## config.mk

```make
export PLATFORM = sky130hd
export DESIGN_NAME = switch_ingress_parser
export DESIGN_NICKNAME = d
export VERILOG_FILES = /design/src/rtl/switch_ingress_parser.sv
export SDC_FILE = /design/constraint.sdc
export NUM_CORES = 1
export LEC_CHECK = 0
export ABC_AREA = 1
export CAP_MARGIN = 20
export CORE_MARGIN = 10
export CORE_UTILIZATION = 40
export DETAILED_ROUTE_END_ITERATION = 7
export DONT_BUFFER_PORTS = 1
export PLACE_DENSITY_LB_ADDON = 0.05
export SYNTH_ARGS = -nofsm -noshare
export SYNTH_HDL_FRONTEND = slang
export SYNTH_SLANG_ARGS = --single-unit
```

## constraint.sdc

```tcl
create_clock -name clock -period 4 [get_ports clock]
set_input_delay 1.2 -clock clock [delete_from_list [all_inputs] [get_ports clock]]
set_output_delay 1.2 -clock clock [all_outputs]
set_load 0.005 [all_outputs]
```

## src/rtl/switch_ingress_parser.sv

```systemverilog
// Ingress parser: frames SOF/DA/SA/LEN/PAYLOAD/PARITY/EOF, store-and-forward.
// Define SWITCH_INGRESS_DROP_BAD_EN to silently drop bad-parity packets.
module switch_ingress_parser #(
   parameter logic [7:0] SOF_BYTE = 8'h55,
   parameter logic [7:0] EOF_BYTE = 8'hAA,
   parameter int         MAX_LEN  = 32,
   parameter int         CNT_W    = 16
) (
   input  logic             clock,
   input  logic             reset_n,
   input  logic [7:0]       data_in,
   input  logic             sw_enable_in,
   output logic             read_out,
   output logic             out_valid,
   input  logic             out_ready,
   output logic [7:0]       out_data,
   output logic             out_last,
   output logic [7:0]       pkt_da,
   output logic [7:0]       pkt_sa,
   output logic [7:0]       pkt_len,
   output logic             pkt_err,
   output logic [CNT_W-1:0] pkt_count,
   output logic [CNT_W-1:0] err_count
);

   localparam int AW = (MAX_LEN > 1) ? $clog2(MAX_LEN) : 1;

   typedef enum logic [3:0] {
      S_IDLE, S_DA, S_SA, S_LEN, S_PAYLOAD,
      S_PARITY, S_EOFCHK, S_HUNT, S_DRAIN
   } state_t;

   state_t     state;
   logic [7:0] acc;
   logic       parity_bad;
   logic [7:0] cnt;
   logic [7:0] rd;
   logic [7:0] rd_next;
   logic       err_r;
   logic       len_bad;
   logic [7:0] buffer [MAX_LEN];

   assign rd_next = rd + 8'd1;
   assign len_bad = (data_in == 8'd0) || (data_in > 8'(MAX_LEN));
   assign pkt_err = err_r;

   function automatic logic [CNT_W-1:0] sat_inc(input logic [CNT_W-1:0] v);
      return (&v) ? v : v + 1'b1;
   endfunction

   // Payload memory carries no reset; only the pointers do.
   always_ff @(posedge clock) begin
      if (state == S_PAYLOAD && sw_enable_in)
         buffer[cnt[AW-1:0]] <= data_in;
   end

   always_ff @(posedge clock or negedge reset_n) begin
      if (!reset_n) begin
         state      <= S_IDLE;
         read_out   <= 1'b1;
         out_valid  <= 1'b0;
         out_last   <= 1'b0;
         out_data   <= 8'd0;
         err_r      <= 1'b0;
         pkt_da     <= 8'd0;
         pkt_sa     <= 8'd0;
         pkt_len    <= 8'd0;
         pkt_count  <= '0;
         err_count  <= '0;
         acc        <= 8'd0;
         parity_bad <= 1'b0;
         cnt        <= 8'd0;
         rd         <= 8'd0;
      end else begin
         unique case (state)
            S_IDLE: begin
               if (sw_enable_in && data_in == SOF_BYTE)
                  state <= S_DA;
            end
            S_DA: begin
               if (sw_enable_in) begin
                  pkt_da <= data_in;
                  acc    <= data_in;
                  state  <= S_SA;
               end
            end
            S_SA: begin
               if (sw_enable_in) begin
                  pkt_sa <= data_in;
                  acc    <= acc ^ data_in;
                  state  <= S_LEN;
               end
            end
            S_LEN: begin
               if (sw_enable_in) begin
                  pkt_len <= data_in;
                  acc     <= acc ^ data_in;
                  cnt     <= 8'd0;
                  if (len_bad) begin
                     err_count <= sat_inc(err_count);
                     state     <= S_HUNT;
                  end else begin
                     state <= S_PAYLOAD;
                  end
               end
            end
            S_PAYLOAD: begin
               if (sw_enable_in) begin
                  acc <= acc ^ data_in;
                  cnt <= cnt + 8'd1;
                  if (cnt == pkt_len - 8'd1)
                     state <= S_PARITY;
               end
            end
            S_PARITY: begin
               if (sw_enable_in) begin
                  parity_bad <= (data_in != acc);
                  state      <= S_EOFCHK;
               end
            end
            S_EOFCHK: begin
               if (sw_enable_in) begin
                  if (data_in != EOF_BYTE) begin
                     err_count <= sat_inc(err_count);
                     state     <= S_HUNT;
                  end else begin
`ifdef SWITCH_INGRESS_DROP_BAD_EN
                     if (parity_bad) begin
                        err_count <= sat_inc(err_count);
                        state     <= S_IDLE;
                     end else begin
`else
                     begin
                        if (parity_bad) begin
                           err_count <= sat_inc(err_count);
                           err_r     <= 1'b1;
                        end else begin
                           pkt_count <= sat_inc(pkt_count);
                        end
`endif
                        state     <= S_DRAIN;
                        read_out  <= 1'b0;
                        out_valid <= 1'b1;
                        out_data  <= buffer[0];
                        out_last  <= (pkt_len == 8'd1);
                        rd        <= 8'd0;
`ifdef SWITCH_INGRESS_DROP_BAD_EN
                        pkt_count <= sat_inc(pkt_count);
`endif
                     end
                  end
               end
            end
            S_HUNT: begin
               if (sw_enable_in && data_in == EOF_BYTE)
                  state <= S_IDLE;
            end
            S_DRAIN: begin
               if (out_ready) begin
                  if (out_last) begin
                     out_valid <= 1'b0;
                     out_last  <= 1'b0;
                     err_r     <= 1'b0;
                     read_out  <= 1'b1;
                     state     <= S_IDLE;
                  end else begin
                     rd       <= rd_next;
                     out_data <= buffer[rd_next[AW-1:0]];
                     out_last <= (rd_next == pkt_len - 8'd1);
                  end
               end
            end
            default: state <= S_IDLE;
         endcase
      end
   end

endmodule

```

# Word-level counts from Yosys, hierarchy flattened
# Memory sizes are Yosys's and may differ from the RTL's.
# Cells that the tools add are included.
# word_totals
n_memories,1
elab_cells,142
ramBits,256
ff_bits,97
# mem_list
memory,depth,word_bits,rd,rd_ports_with_merged_regs,write_ports,line_no,text
buffer,32,8,2,0,1,41,logic [7:0] buffer [MAX_LEN];
# op_classes
reduce_logical,26
eq_ne,32
n_bitwise,4
addsub,5
n_mux,58
magnitude_cmp,1
# ops
operator,n
two-way mux 16 bit,6
two-way mux 8 bit,12
one-hot mux 8 bit (2 select lines),4
two-way mux 4 bit,12
one-hot mux 4 bit (9 select lines),1
"adder 16 x 1 -> 16 bit, second input constant",2
one-hot mux 16 bit (2 select lines),1
AND reduction 16 bit,2
"!= test 2 bit, second input constant",14
AND reduction 5 bit,4
two-way mux 1 bit,17
"adder 8 x 1 -> 8 bit, second input constant",2
"== test 4 x 3 -> 1 bit, second input constant",4
== test 8 bit,2
AND reduction 11 bit,1
"== test 4 x 2 -> 1 bit, second input constant",2
"== test 8 x 1 -> 1 bit, second input constant",1
"== test 8 x 7 -> 1 bit, second input constant",1
"== test 8 bit, second input constant",1
"> comparator 8 x 6 -> 1 bit, second input constant",1
logical NOT 8 bit,1
!= test 8 bit,1
"!= test 8 bit, second input constant",1
one-hot mux 1 bit (2 select lines),4
other kinds (17),29

# Logic depth before layout (Yosys ltp)
# Gate-level depths: netlist (run 1).
# depth
word_depth,6
ltp_mapped,15
mapped_depth_nobuf,15

# Worst setup path before layout (run 1)
# OpenSTA, ideal clock, no wires.
# synth_timing
path_type,input port to flip-flop
startpoint,input data_in[5]
endpoint,register err_count[6]
setup_ps,76
cell_stages,12
setup_slack_ps,1584
arrival_time_ps,2339
cell_sequence,clkbuf_2 > nand4_1 > nor2_1 > nand3_1 > nor2_1 > nand2_1 > nand2_1 > nor2_2 > nand2_1 > buf_2 > nand2_1 > o21ai_1
# synth_via
elab_chain_len,4
# synth_rtl
item,line_no,text
"start, declared",11,"input logic [7:0] data_in,"
> comparator 8 x 6 -> 1 bit (tied with other cells),44,assign len_bad = (data_in == 8'd0) || (data_in > 8'(MAX_LEN));
logical OR 1 bit or two-way mux 16 bit (tied branches),"44, 123",
!= test 2 bit (no source line) or two-way mux 16 bit (tied branches),-,
AND reduction 5 bit (no source line) or one-hot mux 16 bit (2 select lines) (tied branches),-,
"end signal, assigned",100,err_count <= sat_inc(err_count);
"end signal, assigned",124,err_count <= sat_inc(err_count);
"end signal, assigned",135,err_count <= sat_inc(err_count);
"end, declared",23,output logic [CNT_W-1:0] err_count
# Several ways; a longest one is shown, not always the timed one. The select of a mux whose other input is x is not followed.
# A chain may end at the register's enable or synchronous reset.

# Worst setup path in the final report (run 1)
# layout_timing
startpoint,register rd[0]
endpoint,register out_data[3]
# layout_via
elab_chain_len,5
# layout_rtl
item,line_no,text
"start, declared",37,logic [7:0] rd;
"start signal, assigned",167,rd <= rd_next;
adder 8 x 1 -> 8 bit,43,assign rd_next = rd + 8'd1;
memory read (32 x 8 bit),-,
two-way mux 8 bit,160,if (out_last) begin
two-way mux 8 bit,159,if (out_ready) begin
one-hot mux 8 bit (2 select lines),75,unique case (state)
"end signal, assigned",144,out_data <= buffer[0];
"end signal, assigned",168,out_data <= buffer[rd_next[AW-1:0]];
"end, declared",16,"output logic [7:0] out_data,"
# No other way between the ends. The select of a mux whose other input is x is not followed.

==> impl_metrics.ini, run 1 <==
[run_status]
status = finished clean

[grt]
grtUsageTotal = 0.179
gr-total-overflow = 0
grt_pass1_vias = 10600
grt_pass1_wl_mm = 65.9
met3_usage = 0.0347
grt_max_degree = 98
antenna_found_initial = 0
top_usage_layer = met2
met1_usage = 0.242
met2_usage = 0.284

[clock_tree]
htreeDepth = 2
cts_root_buf = clkbuf_16
cts_resized = 0
cts_buffers = 40
cts_num_sinks = 353
cts_hold_buf = 0
clk_latency_ns = 0.54
clockBufferDepth = 3
tritoncts = yes
clk_pin_slew_ns = 0.06
cts_setup_buffers = 0

[synthesis]
yosys_warnings = 0
async_reset_ff_frac = 0.275
synth_area_per_cell_um2 = 10.3
synth_seq_cells = 353
ys_seq_area_frac = 0.639
synth_edf_count = 256
syn-num-nets = 1559
synth_area_mm2 = 0.0158
ys_types = 42
synthFlopType = edfxtp_1
netlist_instances = 1538

[worst_setup_path]
critPathKind = reg2reg
worstPathMaxFanout = 60
crit_required_ns = 4.48
start_kind = register
cp-end-kind = register
critPathArrivalTime_ns = 3.30

[run]
max-cap-violations = 0

[floorplanning]
pin_count = 80
design.core.area_mm2 = 0.0389
die-area_mm2 = 0.0480
die_w_um = 219
start_util = 0.407
rows = 72
die-height_um = 219

[final_layout]
drive_gt1_frac = 0.0790
syn_to_final_growth_pct = 11.4
final_cell_mix = nor2_1, edfxtp_1, nand2_1
fill_cells = 3687
finalNonFillerCells = 2088
finish.utilization = 0.453
final_net_count = 1561
final_common_cell = nor2_1
design_area_mm2 = 0.0176
antenna_cells = 0

[timing]
finalCritPeriodShare = 0.705
setup_tns_ns = 0
min_period_ns = 2.82
rsz0062_at_grt = no
finalHoldViolations = 0
layout_setup_ws_ns = 1.18
relSlewSlack = 0.396
tightest_slew_ns = 0.902
whs_ns = 0.352
fin_skew_ns = 0.0154
timing.fmax_mhz = 355
setup_violations = 0
slew_violations = 0

[placed_design]
dpl_cell_area_mm2 = 0.0165
io_buffers = 0
place_ws_ns = 0.693
gp_congestion = 0.808
hpwl_mm = 26.3
dp.cells = 2016

[power_and_ir_drop]
peakVddDrop_mv = 0.348
p_clk_frac = 0.306
leakagePower_nw = 6.48
pwr-share-comb = 0.270
power_mw = 11.1
seqPwrFrac = 0.424
p_int_mw = 7.22
p_sw_mw = 3.84
pwr_density_cell_mw_per_mm2 = 627
switching_share = 0.347

[route]
dr.pass1.iters = 5
ant_nets = 0
drt_iter0_drc = 827
wl_per_cell_um = 20.5
via_count = 11000
avgViaCountPerCell = 5.26
route.detailed.drc = 0
wl_mm = 42.8

[worst_hold_path]
min_path_type = in2async
[worst max-delay path, cell delays in order, from the launching register on]
cell and delay (ns):
dfrtp_4 0.70, ha_4 0.58, buf_12 0.30, o21ai_0 0.14, o211ai_1 0.21, nand3_1 0.20, nand2_1 0.22, nand2_1 0.07
nand3_1 0.15, nand2_1 0.07, inv_1 0.05
[routing by layer]
layer	up-vias	wire (µm)
li1	5324	-
met1	5334	19500
met2	256	19900
met3	61	2280
met4	0	1000
met5	-	0
[cells in the mapped netlist, types with 2 or more instances]
master / count / area share
buf_4: 3 / 0.0014
ha_1: 9 / 0.0071
o21ai_0: 160 / 0.051
o22ai_1: 5 / 0.0020
nor2_4: 4 / 0.0028
mux2_2: 5 / 0.0036
or2_0: 3 / 0.0012
nand4_1: 12 / 0.0047
nor3_1: 9 / 0.0028
buf_2: 23 / 0.0073
nand2_4: 2 / 0.0014
inv_1: 63 / 0.015
a31oi_1: 9 / 0.0036
a21oi_1: 14 / 0.0044
nand3b_1: 3 / 0.0014
edfxtp_1: 256 / 0.49
nand3_1: 123 / 0.039
o21ai_1: 8 / 0.0025
dfrtp_1: 96 / 0.15
o211ai_1: 64 / 0.030
nand2_2: 6 / 0.0024
o21a_1: 6 / 0.0028
nor2_1: 283 / 0.067
inv_2: 14 / 0.0033
or2_2: 6 / 0.0024
nand2_1: 250 / 0.059
buf_1: 7 / 0.0017
xor2_1: 23 / 0.013
nor4_1: 6 / 0.0024
xnor2_1: 22 / 0.012
clkbuf_1: 33 / 0.0078
[path summary, 6_finish.rpt]
check,cells past startpoint,from,end,slack (ns)
setup / recovery,10,rd[0],out_data[3],1.18
hold / removal,0,reset_n,pkt_count[15],0.35
setup reg to reg,10,rd[0],out_data[3],1.18
hold reg to reg,2,read_out,read_out,0.50
max in group asynchronous,0,reset_n,read_out,3.44
min in group clock,2,read_out,read_out,0.50
[state kept, by name, summed over array words and instances (netlist names), 4 cells and up]
signal / flops
acc: 8
buffer: 256
cnt: 8
err_count: 16
out_data: 8
pkt_count: 16
pkt_da: 8
pkt_len: 8
pkt_sa: 8
rd: 8
state: 4
[power by group through the flow]
stage               registers, mW  logic [mW]  clock network, mW
finish                       4.69        2.98               3.39
global route                 4.75        3.41               3.61
CTS                          4.70        3.02               3.48
detailed placement           4.77        3.01                  0
global placement             4.77        3.00                  0
floorplan                    4.56        2.28                  0
[cell families (layout without fill, tap and decap cells)]
logic type | after synthesis | after routing | share of synthesized area
flops | 353 | 353 | 0.639
mux | 5 | 5 | 0.00355
simple gates | 712 | 712 | 0.191
fa+ha+maj | 9 | 9 | 0.00711
xor+xnor | 45 | 45 | 0.0249
buf+inv | 146 | 178 | 0.0377
compound gates | 268 | 268 | 0.0975
[layout make-up]
class                           instances  area, µm²  area share
Sequential cell                       353      10100       0.574
Multi-Input combinational cell       1039       5150       0.292
Clock buffer                           58       1090      0.0618
Tap cell                              518        648      0.0367
Inverter                               78        294      0.0167
Timing Repair Buffer                   28        248      0.0140
Clock inverter                         14       86.3     0.00489
No activity file was read; power rests on OpenSTA's default activity.
==> run 2, diff against run 1 <==
clock period = 2.84 ns   (was 4 ns; I/O delays follow)
==> run 2 against run 1 <==
  * Highest routed layer unchanged
  * Sequential cell count stayed put
  * Global-route usage increased by 0.16 points
  * Sequential power increased by 39%
  * Worst hold slack worse by 0.19 ns
  * Fmax is 18% higher
  * Utilization up 0.80 points
  * Largest cell class unchanged
  * Cell count is 1.3% higher
==> impl_metrics.ini, run 2 (synthesis results as in run 1) <==
[final_layout]
multi_input_area_mm2 = 0.00515
largest_reg_flops = 256
syn_to_final_growth_pct = 13.3
finish.utilization = 0.461
drive_gt1_frac = 0.101
regArea_mm2 = 0.0101
antenna_cells = 0
final_common_cell = nor2_1
fill_cells = 3718
final_net_count = 1587
final_cell_mix = nor2_1, edfxtp_1, nand2_1

[placed_design]
hpwl_mm = 26.7
io_buffers = 0
gp_congestion = 0.844

[power_and_ir_drop]
pwr_density_cell_mw_per_mm2 = 875
leakagePower_nw = 6.68
peakVddDrop_mv = 0.512

[route]
ant_nets = 0
dr.pass1.iters = 5
route.detailed.drc = 0
drt_iter0_drc = 683
avgViaCountPerCell = 5.26
m1WireLength_mm = 19.5
wl_per_cell_um = 20.4
via_count = 11100
dr.max_layer_used = met4
wl_met2_mm = 20.8
wl_mm = 43.1
wl_met3_mm = 1.99

[run]
max-cap-violations = 0

[timing]
relSlewSlack = 0.432
fin_skew_ns = 0.0262
finalCritPeriodShare = 0.838
finalHoldViolations = 0
rsz0062_at_grt = no
slew_violations = 0
timing.fmax_mhz = 420
setup_tns_ns = 0
tightest_slew_ns = 0.850
min_period_ns = 2.38
setup_violations = 0

[floorplanning]
rows = 72
die-height_um = 219
pin_count = 80
start_util = 0.407
die_w_um = 219
die-area_mm2 = 0.0480
design.core.area_mm2 = 0.0389

[grt]
grtUsageTotal = 0.180
grt_pass1_wl_mm = 66.5
antenna_found_initial = 0
gr-total-overflow = 0
grt_pass1_vias = 10900
grt_max_degree = 98

[clock_tree]
clockBufferDepth = 3
cts_root_buf = clkbuf_16
clk_pin_slew_ns = 0.06
cts_num_sinks = 353
cts_buffers = 39
htreeDepth = 2
clk_latency_ns = 0.55
tritoncts = yes

[worst_setup_path]
r2r_cells = 10
cp-end-kind = register
critPathKind = reg2reg
start_kind = register
critPathArrivalTime_ns = 2.85
worstPathMaxFanout = 35
crit_required_ns = 3.31

[worst_hold_path]
min_path_type = in2async

[run_status]
status = finished clean
## run 2: cell types whose count changed in the layout (fill, tap and decap cells not counted), sizes merged
cell / delta
buf: +26
clkbuf: -12
clkinv: +9
bufinv: +1
clkinvlp: +1
dlygate4sd3: +1
inv: +1
## run 2: stage by stage
stage	instances	worst slack (ns)	total power [mW]	hold WS, ns	instance area [µm²]
after floorplan	1538	0.772	9.62	0.471	15800
after global placement	2041	0.349	10.9	0.489	16700
after detailed placement	2041	0.250	11.0	0.504	16700
after CTS	2113	0.438	15.9	-0.0384	17900
after global routing	2115	0.224	16.7	0.138	18000
final	2115	0.459	15.7	0.162	18000
## run 2: path summary, 6_finish.rpt
kind                            start       endpoint  slack (ns)
min                           reset_n       read_out        0.16
min reg2reg                  read_out       read_out        0.51
max reg2reg                     rd[0]    out_data[6]        0.46
max                             rd[0]    out_data[6]        0.46
max in group asynchronous     reset_n   err_count[8]        1.44
min in group clock         data_in[6]  buffer[23][6]        0.40
## run 2: final cells by class
cell class | instances | share of cell area
Clock buffer | 46 | 0.0587
Sequential cell | 353 | 0.564
Tap cell | 518 | 0.0361
Timing Repair Buffer | 55 | 0.0277
Multi-Input combinational cell | 1039 | 0.287
Clock inverter | 26 | 0.0103
Inverter | 78 | 0.0164
## run 2: what timing repair did
action | 4_1_cts | 5_1_grt
gates resized for setup | 0 | 0
endpoints found under the hold margin | 96 | 79
setup endpoints to repair | 0 | 0
buffers inserted | 0 | 0
## run 2: worst max-delay path: stages, from the launching register on
cell and delay, ns:
dfrtp_4 0.54, ha_4 0.35, buf_4 0.37, o21ai_0 0.15, o211ai_1 0.28, nand3_1 0.12, nand2_1 0.15, nand2_1 0.07
nand3_1 0.15, nand2_1 0.06, inv_1 0.05
## run 2: layer usage
metal  vias to the layer above  track usage
met4                         0       0.0515
met1                      5461        0.241
li1                       5396            -
met3                        56       0.0336
met5                         -            0
met2                       210        0.294
## run 2: report_power, final
group	total (mW)	switching [mW]	internal, mW
clock	4.89	2.05	2.84
combinational	4.28	2.82	1.46
sequential	6.53	0.544	5.99
total	15.7	5.42	10.3
==> run 3, diff against run 2 <==
clock period = 2.2 ns   (was 2.84 ns; I/O delays follow)
==> run 3 against run 2 <==
  * The flow now finishes with violations (negative hold slack)
  * Fmax is 10% higher
  * Sequential cell count stayed put
  * Worst setup slack worse by 0.42 ns
  * Clock power is 30% higher
  * Worst hold slack worse by 0.35 ns
  * Critical path depth is 2 higher
  * Cell area is 3.7% higher
  * Critical endpoint is now out_data[7]
  * Cell count is 2.5% higher
  * First-iteration DRC count is 11% higher
  * Sequential power is 28% higher
  * Die area stayed put
  * Combinational power is 64% higher
==> impl_metrics.ini, run 3 (synthesis results as in run 1) <==
[run_status]
status = finished, violations left
failed_checks = negative hold slack

[final_layout]
fill_cells = 3663
largest_reg_flops = 256
drive_gt1_frac = 0.133
finalNonFillerCells = 2167
multi_input_area_mm2 = 0.00521
syn_to_final_growth_pct = 17.5
design_area_mm2 = 0.0186
final_common_cell = nor2_1
finish.utilization = 0.478
final_cell_mix = nor2_1, edfxtp_1, nand2_1
final_net_count = 1639
regArea_mm2 = 0.0101

[timing]
min_period_ns = 2.16
timing.fmax_mhz = 463
fin_skew_ns = 0.0111
setup_violations = 0
finalHoldViolations = 96
setup_tns_ns = 0
tightest_slew_ns = 0.729
layout_setup_ws_ns = 0.0393
slew_violations = 0
finalCritPeriodShare = 0.982
rsz0062_at_grt = yes
whs_ns = -0.193
relSlewSlack = 0.512

[power_and_ir_drop]
peakVddDrop_mv = 0.653
leakagePower_nw = 7.00
pwr_density_cell_mw_per_mm2 = 1170
power_mw = 21.8

[floorplanning]
rows = 72
die_w_um = 219
start_util = 0.407
die-height_um = 219
die-area_mm2 = 0.0480
pin_count = 80
design.core.area_mm2 = 0.0389

[clock_tree]
cts_num_sinks = 353
htreeDepth = 2
clk_latency_ns = 0.55
cts_buffers = 40
clockBufferDepth = 3
clk_pin_slew_ns = 0.06
cts_root_buf = clkbuf_16
tritoncts = yes

[worst_setup_path]
crit_required_ns = 2.69
critPathKind = reg2reg
critPathArrivalTime_ns = 2.65
start_kind = register
cp-end-kind = register
worstPathMaxFanout = 10

[worst_hold_path]
min_path_type = in2async

[placed_design]
place_ws_ns = 0.00727
hpwl_mm = 28.0
gp_congestion = 0.853
dp.cells = 2079
io_buffers = 0
dpl_cell_area_mm2 = 0.0171

[route]
wl_per_cell_um = 20.5
ant_nets = 0
route.detailed.drc = 0
via_count = 11400
drt_iter0_drc = 761
avgViaCountPerCell = 5.25
dr.pass1.iters = 5
wl_mm = 44.5

[grt]
antenna_found_initial = 0
grt_max_degree = 98
grt_pass1_wl_mm = 67.7
gr-total-overflow = 0
grt_pass1_vias = 11200
grtUsageTotal = 0.183

[run]
max-cap-violations = 0
==> run 3: worst max-delay path: stages (launching register included) <==
cell,delay (ns)
dfrtp_4,0.51
ha_4,0.30
clkbuf_8,0.18
buf_12,0.12
clkbuf_16,0.15
o21ai_0,0.08
o211ai_1,0.23
nand3_1,0.19
nand2_1,0.12
nand2_1,0.05
nand3_1,0.08
nand2_1,0.05
inv_1,0.04
==> run 3: cell type report <==
cell class | instances | share of cell area
diodes | 1 | 0.000134
clock buffers | 57 | 0.0600
clock inverters | 15 | 0.00645
inverters | 78 | 0.0158
multi-input cells | 1039 | 0.280
flip-flops and latches | 353 | 0.544
well taps | 518 | 0.0348
repair buffers | 106 | 0.0594
==> run 3: what timing repair did <==
item	in CTS	in global routing
cloned	0	7
setup endpoints to repair	2	18
buffers inserted	0	8
resized for setup	1	24
pin swaps	0	18
hold endpoints to repair	97	97
==> run 3: final timing paths <==
check	from	end	slack (ns)	cells after the start
max in group asynchronous	reset_n	read_out	2.17	0
min in group clock	data_in[6]	buffer[21][6]	0.21	0
worst min-delay path	reset_n	pkt_count[12]	-0.19	0
worst max-delay path	rd[0]	out_data[7]	0.04	12
worst min register to register	read_out	read_out	0.50	2
worst max register to register	rd[0]	out_data[7]	0.04	12
==> run 3: power breakdown <==
group          total [mW]  internal (mW)  leakage (nW)  switching, mW
Combinational        7.02           2.85          2.87           4.16
Clock                6.37           3.76         0.597           2.62
Sequential           8.38           7.73          3.53          0.642
==> run 3: metal layers <==
metal	track usage	vias to the layer above	wire [µm]
met3	0.0340	66	2170
met2	0.298	224	21200
met4	0.0513	0	959
met1	0.244	5606	20100
li1	-	5491	-
met5	0	-	0
